## src/rtl/ula_acumulador_pkg.sv

```systemverilog
// Shared definitions for the accumulator ALU stage: step codes, FSM encoding
// and the operand/result width relationship.
package ula_acumulador_pkg;

    localparam int WIDTH_PADRAO = 4;

    function automatic int largura_resultado(input int largura_operando);
        return 2 * largura_operando;
    endfunction

    localparam int RES_W_PADRAO = largura_resultado(WIDTH_PADRAO);

    localparam logic [3:0] PASSO_LOAD_A = 4'd0;
    localparam logic [3:0] PASSO_LOAD_B = 4'd1;
    localparam logic [3:0] PASSO_SOMA   = 4'd2;
    localparam logic [3:0] PASSO_SUB    = 4'd3;
    localparam logic [3:0] PASSO_MULT   = 4'd4;

    typedef enum logic [1:0] {
        VAZIO = 2'd0,
        TEM_A = 2'd1,
        CHEIO = 2'd2
    } estado_t;

endpackage

```

## src/rtl/ula_acumulador_comb.sv

```systemverilog
// Combinational arithmetic core: sum, difference and product of two unsigned
// operands, widened to the result width.
module ula_comb
    import ula_acumulador_pkg::*;
#(
    parameter int WIDTH = WIDTH_PADRAO,
    parameter int RES_W = largura_resultado(WIDTH)
) (
    input  logic [WIDTH-1:0] a_i,
    input  logic [WIDTH-1:0] b_i,
    input  logic [3:0]       op_i,
    output logic [RES_W-1:0] resultado_o,
    output logic             negativo_o
);

    logic [RES_W-1:0] a_ext;
    logic [RES_W-1:0] b_ext;

    assign a_ext = {{(RES_W-WIDTH){1'b0}}, a_i};
    assign b_ext = {{(RES_W-WIDTH){1'b0}}, b_i};

    always_comb begin
        resultado_o = '0;
        negativo_o  = 1'b0;
        case (op_i)
            PASSO_SOMA: resultado_o = a_ext + b_ext;
            PASSO_SUB: begin
                // wraps modulo 2^RES_W, giving the two's complement of A-B
                resultado_o = a_ext - b_ext;
                negativo_o  = (a_i < b_i);
            end
            PASSO_MULT: resultado_o = a_ext * b_ext;
            default: begin
                resultado_o = '0;
                negativo_o  = 1'b0;
            end
        endcase
    end

endmodule

```

## src/rtl/ula_acumulador.sv

```systemverilog
// Operand-consuming stage after the operand memory: loads A/B, computes on
// request, and flags out-of-order steps for the display logic.
//
// state | meaning
// VAZIO | no operand loaded
// TEM_A | operand A loaded
// CHEIO | operands A and B loaded, compute steps allowed
module ula_acumulador
    import ula_acumulador_pkg::*;
#(
    parameter int WIDTH = WIDTH_PADRAO,
    parameter int RES_W = largura_resultado(WIDTH)
) (
    input  logic             clock,
    input  logic             reset,
    input  logic [3:0]       passo,
    input  logic [WIDTH-1:0] valor,
    input  logic             valido,
    output logic [RES_W-1:0] resultado,
    output logic             negativo,
    output logic             pronto,
    output logic             erro,
    output logic [3:0]       conta_ops
);

    estado_t          estado_q;
    logic [WIDTH-1:0] reg_a_q;
    logic [WIDTH-1:0] reg_b_q;
    logic [RES_W-1:0] resultado_q;
    logic             negativo_q;
    logic             pronto_q;
    logic             erro_q;
    logic [3:0]       conta_q;

    logic [RES_W-1:0] resultado_d;
    logic             negativo_d;

    ula_comb #(
        .WIDTH(WIDTH),
        .RES_W(RES_W)
    ) u_ula_comb (
        .a_i        (reg_a_q),
        .b_i        (reg_b_q),
        .op_i       (passo),
        .resultado_o(resultado_d),
        .negativo_o (negativo_d)
    );

    always_ff @(posedge clock) begin
        if (reset) begin
            estado_q    <= VAZIO;
            reg_a_q     <= '0;
            reg_b_q     <= '0;
            resultado_q <= '0;
            negativo_q  <= 1'b0;
            pronto_q    <= 1'b0;
            erro_q      <= 1'b0;
            conta_q     <= '0;
        end else begin
            pronto_q <= 1'b0;
            if (valido) begin
                case (passo)
                    PASSO_LOAD_A: begin
                        reg_a_q  <= valor;
                        estado_q <= TEM_A;
                        erro_q   <= 1'b0;
                    end
                    PASSO_LOAD_B: begin
                        if (estado_q == VAZIO) begin
                            erro_q <= 1'b1;
                        end else begin
                            reg_b_q  <= valor;
                            estado_q <= CHEIO;
                        end
                    end
                    PASSO_SOMA, PASSO_SUB, PASSO_MULT: begin
                        if (estado_q == CHEIO) begin
                            resultado_q <= resultado_d;
                            negativo_q  <= negativo_d;
                            pronto_q    <= 1'b1;
                            conta_q     <= conta_q + 4'd1;
                        end else begin
                            erro_q <= 1'b1;
                        end
                    end
                    default: erro_q <= 1'b1;
                endcase
            end
        end
    end

    assign resultado = resultado_q;
    assign negativo  = negativo_q;
    assign pronto    = pronto_q;
    assign erro      = erro_q;
    assign conta_ops = conta_q;

endmodule

```

## config.mk

```make
export PLATFORM = sky130hd
export DESIGN_NAME = ula_acumulador
export DESIGN_NICKNAME = d
export VERILOG_FILES = /design/src/rtl/ula_acumulador_pkg.sv /design/src/rtl/ula_acumulador_comb.sv /design/src/rtl/ula_acumulador.sv
export SDC_FILE = /design/constraint.sdc
export NUM_CORES = 1
export LEC_CHECK = 0
export CELL_PAD_IN_SITES_DETAIL_PLACEMENT = 1
export CELL_PAD_IN_SITES_GLOBAL_PLACEMENT = 1
export CORE_MARGIN = 2
export CORE_UTILIZATION = 37
export CTS_CLUSTER_DIAMETER = 30
export DETAILED_ROUTE_END_ITERATION = 10
export PLACE_DENSITY = 0.86
export SKIP_LAST_GASP = 1
export SLEW_MARGIN = 20
export SYNTH_ARGS = -nofsm -noshare
export SYNTH_HDL_FRONTEND = slang
export SYNTH_SLANG_ARGS = --single-unit
```

## constraint.sdc

```tcl
create_clock -name clock -period 2.98 [get_ports clock]
set_input_delay 0.596 -clock clock [delete_from_list [all_inputs] [get_ports clock]]
set_output_delay 0.596 -clock clock [all_outputs]
set_load 0.01 [all_outputs]
```

# == Word level (Yosys, flattened, before mapping) ==
# Index checks and enable logic that the tools add are counted.
# word_totals
register_bits,25
in_bits,11
output_inout_bits,15
wordCells,42
# classes
n_addsub,3
n_mul,1
magnitude_cmp,1
eq_ne,8
n_mux,8
n_bitwise,3
n_reduce_logical,10
# ops
op,n
one-hot mux 8 bit (3 select lines),1
AND reduction 3 bit,4
== test 4 x 2 -> 1 bit (second input constant),2
multiplier 4 x 4 -> 8 bit,1
inequality test 2 bit (second input constant),3
OR reduction 3 bit,2
adder 4 x 4 -> 5 bit,1
subtractor 4 x 4 -> 5 bit,1
adder 4 x 1 -> 4 bit (second input constant),1
== test 4 x 1 -> 1 bit (second input constant),1
== test 4 x 3 -> 1 bit (second input constant),1
zero test 4 bit,1
less-than comparator 4 bit,1
2-to-1 mux 1 bit,4
one-hot mux 2 bit (2 select lines),1
inverter 1 bit,3
one-hot mux 1 bit (3 select lines),1
== test 2 bit (second input constant),1
zero test 2 bit,1
2-to-1 mux 2 bit,1
AND reduction 2 bit,1
nonzero test 2 bit,1

# == Longest topological paths before layout ==
# logic_depth
word_depth,4
depth_mapped,12
ltp_nobuf,12

# == Modules after synthesis ==
# Synthesis repeated with hierarchy kept, for this count alone.
# hier_totals
hier_cells,206
area_unflattened_um2,1824.2
# modules_own_cells
module,instances,cells_each,area_per_inst_um2,seq_area_each_um2
ula_acumulador,1,98,977.2,500.5
ula_comb,1,108,847.1,0.0

# == Worst setup path before layout ==
# OpenSTA, ideal clock, no wires.
# synth_path
kind,register to register
from,register reg_a_q[1]
to,register resultado_q[6] (netlist: resultado[6])
setup_ps,103
arrival_ps,2857
required_time_ps,2877
setup_slack_ps,19
path_stages_with_launch,12
n_path_buf,0
synth_period_minus_slack_ps,2961
path_cell_list,dfxtp_1 -> nand2_1 -> fa_1 -> inv_1 -> fa_1 -> inv_1 -> fa_1 -> inv_1 -> a21o_1 -> a21oi_1 -> xor2_1 -> a2111oi_2
# synth_via
elab_chain_len,2
word_cells_on_any_way,3
cone_classes,add/sub (1); mul (1); mux (1)
# synth_rtl
element,line,source
start: declaration,ula_acumulador.sv:27,logic [WIDTH-1:0] reg_a_q;
start signal: assignment,ula_acumulador.sv:64,reg_a_q <= valor;
multiplier 4 x 4 -> 8 bit or subtractor 4 x 4 -> 5 bit (tied branches),"ula_acumulador_comb.sv:32, ula_acumulador_comb.sv:29",
one-hot mux 8 bit (3 select lines) *,ula_acumulador_comb.sv:25,case (op_i)
end signal: assignment,ula_acumulador.sv:78,resultado_q <= resultado_d;
end: declaration,ula_acumulador.sv:29,logic [RES_W-1:0] resultado_q;
# Every way passes the cells marked *; elsewhere a longest branch is shown, timed or not.
# A chain may end at the register's enable or synchronous reset.

# == Final worst setup path ==
# layout_path
from,register reg_a_q[1]
to,register resultado_q[4] (netlist: resultado[4])
# layout_via
elab_chain_len,2
word_cells_on_any_way,4
cone_classes,add/sub (2); mul (1); mux (1)
# layout_rtl
element,line,source
"multiplier 4 x 4 -> 8 bit, or another cell as far along",ula_acumulador_comb.sv:32,PASSO_MULT: resultado_o = a_ext * b_ext;
one-hot mux 8 bit (3 select lines) *,ula_acumulador_comb.sv:25,
# Marks and branches as above.

==> metrics.md <==
| Metric | Value |
|---|---|
| Hpwl dp | 3650 um |
| Netlist Area Pre-Place | 1820 um2 |
| Root buf cell | clkbuf_8 |
| Main synth FF type | dfxtp_1 |
| Worst-Margin Slew | 716 ps |
| Core area | 4720 um2 |
| Chip width | 74.1 um |
| CTS max path bufs | 2 |
| Max FO, Critical Path | 7 |
| Vias in the first global route | 1,599 |
| Max Cap Viol | 0 |
| Vias | 1,535 |
| Port Buffer Count | 25 |
| RR Endpoint | resultado[4] |
| Slew Viols, Final | 0 |
| Number of buffers created by CTS | 3 |
| Antenna-violating nets left | 0 |
| Total GRT Usage | 18.0% |
| IR Drop Worst-Case VDD | 0.176 mV |
| Pin count of the biggest net entering global routing | 26 |
| Crit path buf inv count | 2 |
| Period utilisation layout | 94.1% |
| Ys Warns | 0 |
| Total power | 0.000598 W |
| Design area | 2250 um2 |
| CTS tree | built |
| Hold slack final | 460 ps |
| Number of flops mapped to enable cells by yosys | 0 |
| Pleak | 0.962 nW |
| Overall routed net length | 4600 um |
| Sequential cell area fraction in the yosys report | 27.5% |
| Worst Path Arrival | 3000 ps |
| Hold Vio Cnt, Final | 0 |
| Unrepaired setup endpoints after global routing | no |
| I/O Pins | 26 |
| Worst r2r path cells | 11 |
| H-tree levels | 1 |
| Async SR Flop Fraction | 0% |
| Clock slew at reported path FFs | 90 ps |
| Overall die height | 74.1 um |
| Worst-Skew Late Latency | 270 ps |
| Cells along the critical path | buf_4 -> ha_1 -> ha_1 -> ha_1 -> ha_2 -> inv_1 -> fa_2 -> xnor2_2 -> nand3b_1 -> a211o_1 -> a211oi_2 |
| Slowest stage delay, CP | 420 ps |
| Syn Inst Count | 201 |
| PwrDens | 265 nW/um2 |
| Grt ovf | 0 |
| Placer Congestion | 0.887 |
| CP required | 3180 ps |
| Critical path depth in cells | 11 |
| Worst setup endpoint | resultado[4] |
| Slew HR | 52.2% |
| Final WS setup | 175 ps |
| Crit path time final | 2810 ps |
| 1st-pass router iterations | 4 |
| # diodes | 0 |
| Element type at the critical path end | register |
| Fillers | 568 |
| Top Metal Used | met4 |
| Synth cell types | 45 |
| Crit path from | reg_a_q[1] |
| FF+latch count, synth | 25 |
| 1st-iter DRT viols | 60 |
| Clock Sinks | 25 |
| Std-Cell Rows | 25 |
| Initial antenna violation count | 0 |
| WL met2 | 2430 um |
| Fmax | 0.356 GHz |
| Outcome | complete, no violations |
| Flop2flop setup slack | 170 ps |
| Placed cell area | 2190 um2 |
| Via density | 5.10 |
| CP Launch Type | register |
| Initial core utilization | 38.5% |
| Met1 Routed Length | 2010 um |
| Dpl ws | -8.43 ps |
| Full die area | 5490 um2 |
| WL met3 | 103 um |
| Share of layout cells above drive strength 1 | 14.1% |
| Setup bufs post-CTS | 0 |
| Remaining DRCs | 0 |
| Cell mode on critical path | ha_1 |
| Clock Skews | 4.96 ps |
| CP max-delay cell | fa_2 |
| Area of the multi-input gates | 1250 um2 |
| Type of the worst setup path | reg -> reg |
| Hold Buf Count CTS | 0 |
| Nets | 273 |
| HP Class | reg -> reg |
| First-pass GRT wire length | 7580 um |
| Crit path max-delay family | adder cells |
| Syn Nets | 239 |
| Average wire per standard cell | 15.3 um |
| Reg area | 504 um2 |
| Setup violations, final | 0 |
| Synthesized area per cell | 9.04 um2 |
| Synthesis-to-finish area growth | 24.0% |
| Reg-to-reg startpoint | reg_a_q[1] |
how the worst min path moves through the flow:
| stage | startpoint | end | slack (ps) | cells past startpoint |
|---|---|---|---|---|
| floorplan | estado_q[0] | estado_q[0] | 460 | 2 |
| global placement | negativo | negativo | 440 | 2 |
| detailed placement | negativo | negativo | 450 | 2 |
| CTS | negativo | negativo | 470 | 2 |
| global route | negativo | negativo | 510 | 2 |
| finish | negativo | negativo | 460 | 2 |
cell usage after synthesis (2+ instances only):
library cell / number / area share (%)
dfxtp_1: 25 / 28
nand2_1: 23 / 4.7
ha_1: 21 / 14
nor2_1: 19 / 3.9
inv_1: 15 / 3.1
a21oi_1: 14 / 3.9
and2_1: 7 / 2.4
fa_1: 6 / 6.6
nor3_1: 6 / 1.7
mux2i_1: 5 / 2.8
xor2_1: 5 / 2.4
nand2b_1: 4 / 1.4
xnor2_1: 4 / 1.9
a21o_1: 3 / 1.2
clkbuf_1: 3 / 0.62
nand3b_1: 3 / 1.2
o21ai_0: 3 / 0.83
a211oi_2: 2 / 1.4
a221oi_1: 2 / 0.96
a311oi_2: 2 / 1.7
a32oi_1: 2 / 0.96
nor2_2: 2 / 0.69
nor2b_1: 2 / 0.69
o211ai_1: 2 / 0.83
layout by cell type (no fill, tap or decap), drive strengths merged, types with 5 or more instances in the layout:
master and count:
a21oi 15, and2 7, buf 9, clkdlybuf4s50 25
dfxtp 25, fa 6, ha 21, inv 15
mux2i 5, nand2 23, nor2 21, nor3 6
xor2 5
area by class of cell:
cell class / count / share of cell area (%)
inverter: 15 / 2.50
clock buffer: 4 / 2.00
multi-input combinational: 156 / 55.3
sequential: 25 / 22.4
tap: 67 / 3.72
timing repair buffer: 34 / 14.1
logic make-up (layout without fill, tap and decap cells):
logic type,Yosys count,after routing,synth area share [%]
AOI/OAI and AO/OA,40,40,18.0
xor gates and xnor gates,9,9,4.34
adders and majority gates,27,27,21.1
buffers and inverters,20,53,4.54
DFF,25,25,27.5
muxes,6,6,3.37
and+or+nand+nor,74,74,21.2
report_power, final:
part	leakage [nW]	switching [W]	internal [W]
Clock	0.0228	0.000111	0.0000959
Sequential	0.203	0.00000121	0.000336
Combinational	0.736	0.0000296	0.0000244
Total	0.962	0.000142	0.000456
registers in the layout (all words and copies together), names as in the netlist:
register / cells
resultado: 8
reg_b_q: 4
negativo: 1
conta_ops: 4
reg_a_q: 4
estado_q: 2
erro: 1
pronto: 1
tightest hold or removal path, stage by stage, from the launching register on:
cell and delay (ps):
dfxtp_1 320, nand2_1 50, a21oi_1 50
through the flow:
step / cells / setup TNS, ps / util, %
floorplan: 201 / 0 / -
global placement: 297 / 0 / 46.4
detailed placement: 297 / -8.43 / 46.4
CTS: 301 / 0 / 47.4
global route: 301 / 0 / 47.7
finish: 301 / 0 / 47.7
repair_timing:
action,in CTS,in global routing
pin swaps,1,4
endpoints found under the setup margin,2,3
hold endpoints to repair,0,0
resized for setup,1,5
routing by layer:
layer,up-vias,track usage (%)
li1,759,-
met1,751,22.3
met2,21,32.4
met3,4,3.39
met4,0,3.84
met5,-,0
No activity file was read; power rests on OpenSTA's default activity.
